[config.mk]
export PLATFORM = sky130hd
export DESIGN_NAME = bmem_burst_arbiter
export DESIGN_NICKNAME = d
export VERILOG_FILES = /design/src/rtl/bmem_burst_arbiter.sv
export SDC_FILE = /design/constraint.sdc
export NUM_CORES = 1
export LEC_CHECK = 0
export CAP_MARGIN = 20
export CORE_AREA = 2 2 193 195
export CTS_CLUSTER_SIZE = 8
export DETAILED_ROUTE_END_ITERATION = 10
export DIE_AREA = 0 0 195 197
export GPL_TIMING_DRIVEN = 1
export PLACE_DENSITY = 0.47
export SYNTH_ARGS = -nofsm -noshare
export SYNTH_HDL_FRONTEND = slang
export SYNTH_SLANG_ARGS = --single-unit
[constraint.sdc]
create_clock -name clk -period 1.85 [get_ports clk]
set_input_delay 0.185 -clock clk [delete_from_list [all_inputs] [get_ports clk]]
set_output_delay 0.185 -clock clk [all_outputs]
set_load 0.02 [all_outputs]
[src/rtl/bmem_burst_arbiter.sv]
`default_nettype none
// ============================================================================
//  Module   : bmem_burst_arbiter
//  Purpose  : Shares the single 64-bit burst memory port between the
//             instruction-side and data-side cacheline adapters. One side is
//             granted at a time and keeps the grant for a full BURST_LEN-beat
//             transaction. Ties are resolved round-robin, and on the final
//             beat the grant can pass directly to a waiting other side.
//  Ports    : clk, rst_n            - clock, asynchronous active-low reset
//             i_bmem_* (in/out)     - I-side request and response channel
//             d_bmem_* (in/out)     - D-side request and response channel
//             bmem_*   (out/in)     - shared burst memory port
//             busy                  - high while any side holds the grant
//  Revision : 1.0  initial release
// ============================================================================
module bmem_burst_arbiter #(
    parameter int BURST_LEN = 4,
    parameter int CNT_W     = $clog2(BURST_LEN)
) (
    input  logic        clk,
    input  logic        rst_n,
    input  logic [31:0] i_bmem_address,
    input  logic        i_bmem_read,
    input  logic        i_bmem_write,
    input  logic [63:0] i_bmem_wdata,
    output logic [63:0] i_bmem_rdata,
    output logic        i_bmem_resp,
    input  logic [31:0] d_bmem_address,
    input  logic        d_bmem_read,
    input  logic        d_bmem_write,
    input  logic [63:0] d_bmem_wdata,
    output logic [63:0] d_bmem_rdata,
    output logic        d_bmem_resp,
    output logic [31:0] bmem_address,
    output logic        bmem_read,
    output logic        bmem_write,
    output logic [63:0] bmem_wdata,
    input  logic [63:0] bmem_rdata,
    input  logic        bmem_resp,
    output logic        busy
);

    typedef enum logic [1:0] {
        IDLE   = 2'd0,
        I_BUSY = 2'd1,
        D_BUSY = 2'd2
    } state_t;

    state_t             state_q, state_d;
    logic [CNT_W-1:0]   cnt_q, cnt_d;
    logic               last_d_q, last_d_d;    // 1: D was granted most recently
    logic [31:0]        addr_q, addr_d;
    logic               read_q, read_d;
    logic               write_q, write_d;

    logic               req_i, req_d;
    logic               final_beat;
    logic               grant_i, grant_d;

    assign req_i      = i_bmem_read | i_bmem_write;
    assign req_d      = d_bmem_read | d_bmem_write;
    assign final_beat = bmem_resp && (cnt_q == CNT_W'(BURST_LEN - 1));

    always_comb begin
        state_d  = state_q;
        cnt_d    = cnt_q;
        last_d_d = last_d_q;
        addr_d   = addr_q;
        read_d   = read_q;
        write_d  = write_q;
        grant_i  = 1'b0;
        grant_d  = 1'b0;

        case (state_q)
            IDLE: begin
                // A tie goes to whichever side was not granted last.
                if (req_i && (!req_d || last_d_q)) begin
                    grant_i = 1'b1;
                end else if (req_d) begin
                    grant_d = 1'b1;
                end
            end
            I_BUSY: begin
                // The finishing side's request is still high on its final
                // beat, so only the other side is considered for handoff.
                if (final_beat) begin
                    if (req_d) begin
                        grant_d = 1'b1;
                    end else begin
                        state_d = IDLE;
                        cnt_d   = '0;
                        read_d  = 1'b0;
                        write_d = 1'b0;
                    end
                end else if (bmem_resp) begin
                    cnt_d = cnt_q + CNT_W'(1);
                end
            end
            D_BUSY: begin
                if (final_beat) begin
                    if (req_i) begin
                        grant_i = 1'b1;
                    end else begin
                        state_d = IDLE;
                        cnt_d   = '0;
                        read_d  = 1'b0;
                        write_d = 1'b0;
                    end
                end else if (bmem_resp) begin
                    cnt_d = cnt_q + CNT_W'(1);
                end
            end
            default: begin
                state_d = IDLE;
                cnt_d   = '0;
                read_d  = 1'b0;
                write_d = 1'b0;
            end
        endcase

        // Command latch on grant; read wins if a requester raises both.
        if (grant_i) begin
            state_d  = I_BUSY;
            cnt_d    = '0;
            last_d_d = 1'b0;
            addr_d   = i_bmem_address;
            read_d   = i_bmem_read;
            write_d  = i_bmem_write & ~i_bmem_read;
        end else if (grant_d) begin
            state_d  = D_BUSY;
            cnt_d    = '0;
            last_d_d = 1'b1;
            addr_d   = d_bmem_address;
            read_d   = d_bmem_read;
            write_d  = d_bmem_write & ~d_bmem_read;
        end
    end

    always_ff @(posedge clk or negedge rst_n) begin
        if (!rst_n) begin
            state_q  <= IDLE;
            cnt_q    <= '0;
            last_d_q <= 1'b1;
            addr_q   <= '0;
            read_q   <= 1'b0;
            write_q  <= 1'b0;
        end else begin
            state_q  <= state_d;
            cnt_q    <= cnt_d;
            last_d_q <= last_d_d;
            addr_q   <= addr_d;
            read_q   <= read_d;
            write_q  <= write_d;
        end
    end

    assign bmem_address = addr_q;
    assign bmem_read    = read_q;
    assign bmem_write   = write_q;
    assign busy         = (state_q != IDLE);

    // Data steering: only the granted side sees beats; memory responses
    // arriving in IDLE go nowhere.
    always_comb begin
        bmem_wdata   = '0;
        i_bmem_rdata = '0;
        i_bmem_resp  = 1'b0;
        d_bmem_rdata = '0;
        d_bmem_resp  = 1'b0;
        case (state_q)
            I_BUSY: begin
                bmem_wdata   = i_bmem_wdata;
                i_bmem_rdata = bmem_rdata;
                i_bmem_resp  = bmem_resp;
            end
            D_BUSY: begin
                bmem_wdata   = d_bmem_wdata;
                d_bmem_rdata = bmem_rdata;
                d_bmem_resp  = bmem_resp;
            end
            default: begin
            end
        endcase
    end

endmodule
`default_nettype wire

==> metrics.cfg <==
[sta]
hold_viol = 0
slew_violations = 0
setup_ws_ps = -268
setup_tns_ps = -23000
rsz0062_at_grt = yes
setup_violations = 167
relSlewSlack_pct = 62.3
holdWs_ps = 473
finClkSkew_ps = 10.5
fmax_mhz = 472
post-route-period-util_pct = 114
tightest_slew_ps = 566
period_needed_ps = 2120

[worst_setup_path]
required_ps = 1660
worstSetupStartpoint = state_q[1]$_DFFE_PN0P_
end_kind = output pin
timing.rr.start = state_q[1]$_DFFE_PN0P_
r2r-end = bmem_address[9]$_DFFE_PN0P_
ff2ff_path_depth = 10
cp_max_fo = 6
crit_end = bmem_wdata[63]
critPathKind = reg -> out
reg2reg_slack_ps = -230
crit_arrival_ps = 1930
cp-start-kind = flop

[logic_synthesis]
synth_area_leaders = dfrtp_1 (25%), and2_1 (21%), a22oi_1 (13%)
postSynthCellCount = 489
ys_warn_count = 0
ys_types = 37
synthesis.area_um2 = 3830
mappedNetlistNets = 757
synth_area_leader_cell = dfrtp_1
syn_area_per_cell_um2 = 7.83
synth_seq_cells = 39
synth_top_area_share_pct = 24.8
yosysSeqAreaShare_pct = 25.5

[detailed_routing]
vias = 6051
drt_first_iter_violations = 135
ant_nets = 0
routed_via_density = 3.86
wl_per_cell_um = 21.2
routed_wirelength_um = 33300
firstDrtPassIters = 6
drc = 0

[die]
num_rows = 70
dieArea_um2 = 38400
die_y_um = 197
core_area_um2 = 36300
ios = 492
die_w_um = 195
initial_core_util_pct = 10.6

[clock_network]
cts-root-buf = clkbuf_16
clockBufferDepth = 2
clkSlewWorstSetupHoldPaths_ps = 70
tritoncts = done
cts_made_buffers = 5
insertion_delay_ps = 300
htree_levels = 2
clock_sinks = 39

[grt]
grt_overflow_total = 0
grt_pass1_wl_um = 41700
grt_start_max_net_pins = 65
antenna_found_initial = 6
grt_pass1_vias = 5995
grt.total_usage_pct = 14.7

[layout]
syn_to_final_growth_pct = 229
final_area_um2 = 12600
drive_above_1_share_pct = 52.2
final_nets = 1360
layoutNonFillerInstCount = 1566

[place]
place_area_um2 = 9850
dp_hpwl_um = 23900
portBuffers = 491
placed_cells = 1463
gp_congestion = 0.871

[flow_run]
cap_viol_max_count = 0

[power]
p_leak_uw = 0.00547
powerDensity_nw_per_um2 = 1670
irDropWorstVdd_mv = 0.934

[run_status]
status = finished, violations left
failed_checks = negative setup slack

[hold_path]
hold_path.class = reg -> reg

[cells in the final DEF, fill, tap and decap left out, types with 12 or more instances in the layout]
| cell type | Yosys | layout |
|---|---|---|
| mux2i_1 | 32 | 16 |
| buf_12 | 0 | 33 |
| o21ai_2 | 0 | 25 |
| clkbuf_16 | 0 | 20 |
| a22oi_1 | 67 | 13 |
| nand2_4 | 0 | 15 |
| buf_4 | 2 | 91 |
| nand2_1 | 38 | 18 |
| nor2b_4 | 0 | 52 |
| buf_6 | 1 | 137 |
| buf_8 | 3 | 14 |
| a22oi_2 | 0 | 54 |
| and2_1 | 129 | 94 |
| and2_4 | 0 | 36 |
| clkbuf_2 | 2 | 24 |
| buf_2 | 2 | 12 |
| clkdlybuf4s50_1 | 0 | 295 |
| dfrtp_1 | 38 | 37 |
[cells by family (layout without fill, tap and decap cells)]
family          count (synthesis)  count (layout)  synth area share, %
other cells                     0               5                    0
mux                            32              32                 8.36
flops                          39              39                 25.5
simple gates                  246             246                 37.5
buf+inv                        50             654                 6.30
fa+ha+maj                       5               5                 1.63
compound gates                117             117                 20.7
[power breakdown]
| group | switching [µW] | total [µW] | internal, µW | leakage (µW) |
|---|---|---|---|---|
| registers | 324 | 1620 | 1290 | 0.000478 |
| clock network | 383 | 1050 | 672 | 0.0000869 |
| logic | 8090 | 18400 | 10300 | 0.00490 |
[synthesized netlist by cell type]
cell,instances
nand2_1,38
a31o_2,1
nor2_4,1
and2b_1,1
buf_4,2
and2_2,1
nand3_1,3
a221oi_1,1
or2_1,1
a22o_1,1
a211oi_1,1
inv_1,4
nor3_1,2
o21ai_1,10
ha_1,5
clkbuf_2,2
nor2b_1,64
o22ai_2,1
and2_1,129
a32o_2,1
dfrtp_1,38
o211ai_1,1
o21bai_1,1
buf_2,2
buf_6,1
o21ai_0,27
o21a_1,2
dfstp_2,1
a22oi_1,67
nand4b_1,1
mux2i_1,32
buf_8,3
nor2_1,5
a32oi_1,1
clkbuf_1,32
a21oi_1,2
buf_1,4
[per-layer routing]
metal  wire, µm  GRT usage [%]  vias up
met2      17300           25.8      283
met4        313           3.96        0
li1           -              -     2900
met1      13200           17.6     2853
met5          0              0        -
met3       2420           4.11       15
[flip-flops by register name, indices dropped and copies added (netlist names)]
| signal | cells |
|---|---|
| bmem_read | 1 |
| cnt_q | 2 |
| bmem_address | 32 |
| bmem_write | 1 |
| last_d_q | 1 |
| state_q | 2 |
[worst max-delay path, cell delays in order (launching register included)]
cell and delay, ps:
dfrtp_2 410, inv_2 70, buf_6 120, ha_4 290, buf_12 110, buf_12 110, buf_16 120, buf_6 100
nor2b_4 170, buf_12 130
[worst min-delay path by stage]
stage | start | to | cells after the start
6_report | bmem_address[11]$_DFFE_PN0P_ | bmem_address[11]$_DFFE_PN0P_ | 2
5_1_grt | bmem_address[19]$_DFFE_PN0P_ | bmem_address[19]$_DFFE_PN0P_ | 2
4_1_cts | bmem_address[14]$_DFFE_PN0P_ | bmem_address[14]$_DFFE_PN0P_ | 2
3_5_place_dp | rst_n | bmem_address[11]$_DFFE_PN0P_ | 2
3_3_place_gp | rst_n | bmem_address[11]$_DFFE_PN0P_ | 2
2_1_floorplan | rst_n | bmem_address[0]$_DFFE_PN0P_ | 0
[final cells by class]
cell class,count,area (µm²)
Sequential cell,39,978
Clock inverter,2,35.0
Tap cell,468,586
Multi-Input combinational cell,400,3800
Clock buffer,6,139
Antenna cell,5,12.5
Timing Repair Buffer,642,7020
Inverter,4,15.0
Fill cell,3714,23700
[timing repair]
action,4_1_cts,5_1_grt
gates cloned,7,21
pin swaps,19,53
setup buffers,33,36
gates resized for setup,618,581
hold endpoints to repair,20,0
hold buffers,1,0
endpoints found under the setup margin,225,224
[per-stage QoR]
| step | worst slack [ps] | total power, µW | utilization [%] |
|---|---|---|---|
| after global routing | -341 | 22200 | 34.7 |
| final | -268 | 21100 | 34.7 |
| after detailed placement | -288 | 12900 | 27.2 |
| after global placement | -270 | 12900 | 27.2 |
| after floorplan | 3.57 | 7090 | - |
| after CTS | -416 | 16200 | 29.0 |
Power figures use the tool's default switching activity.
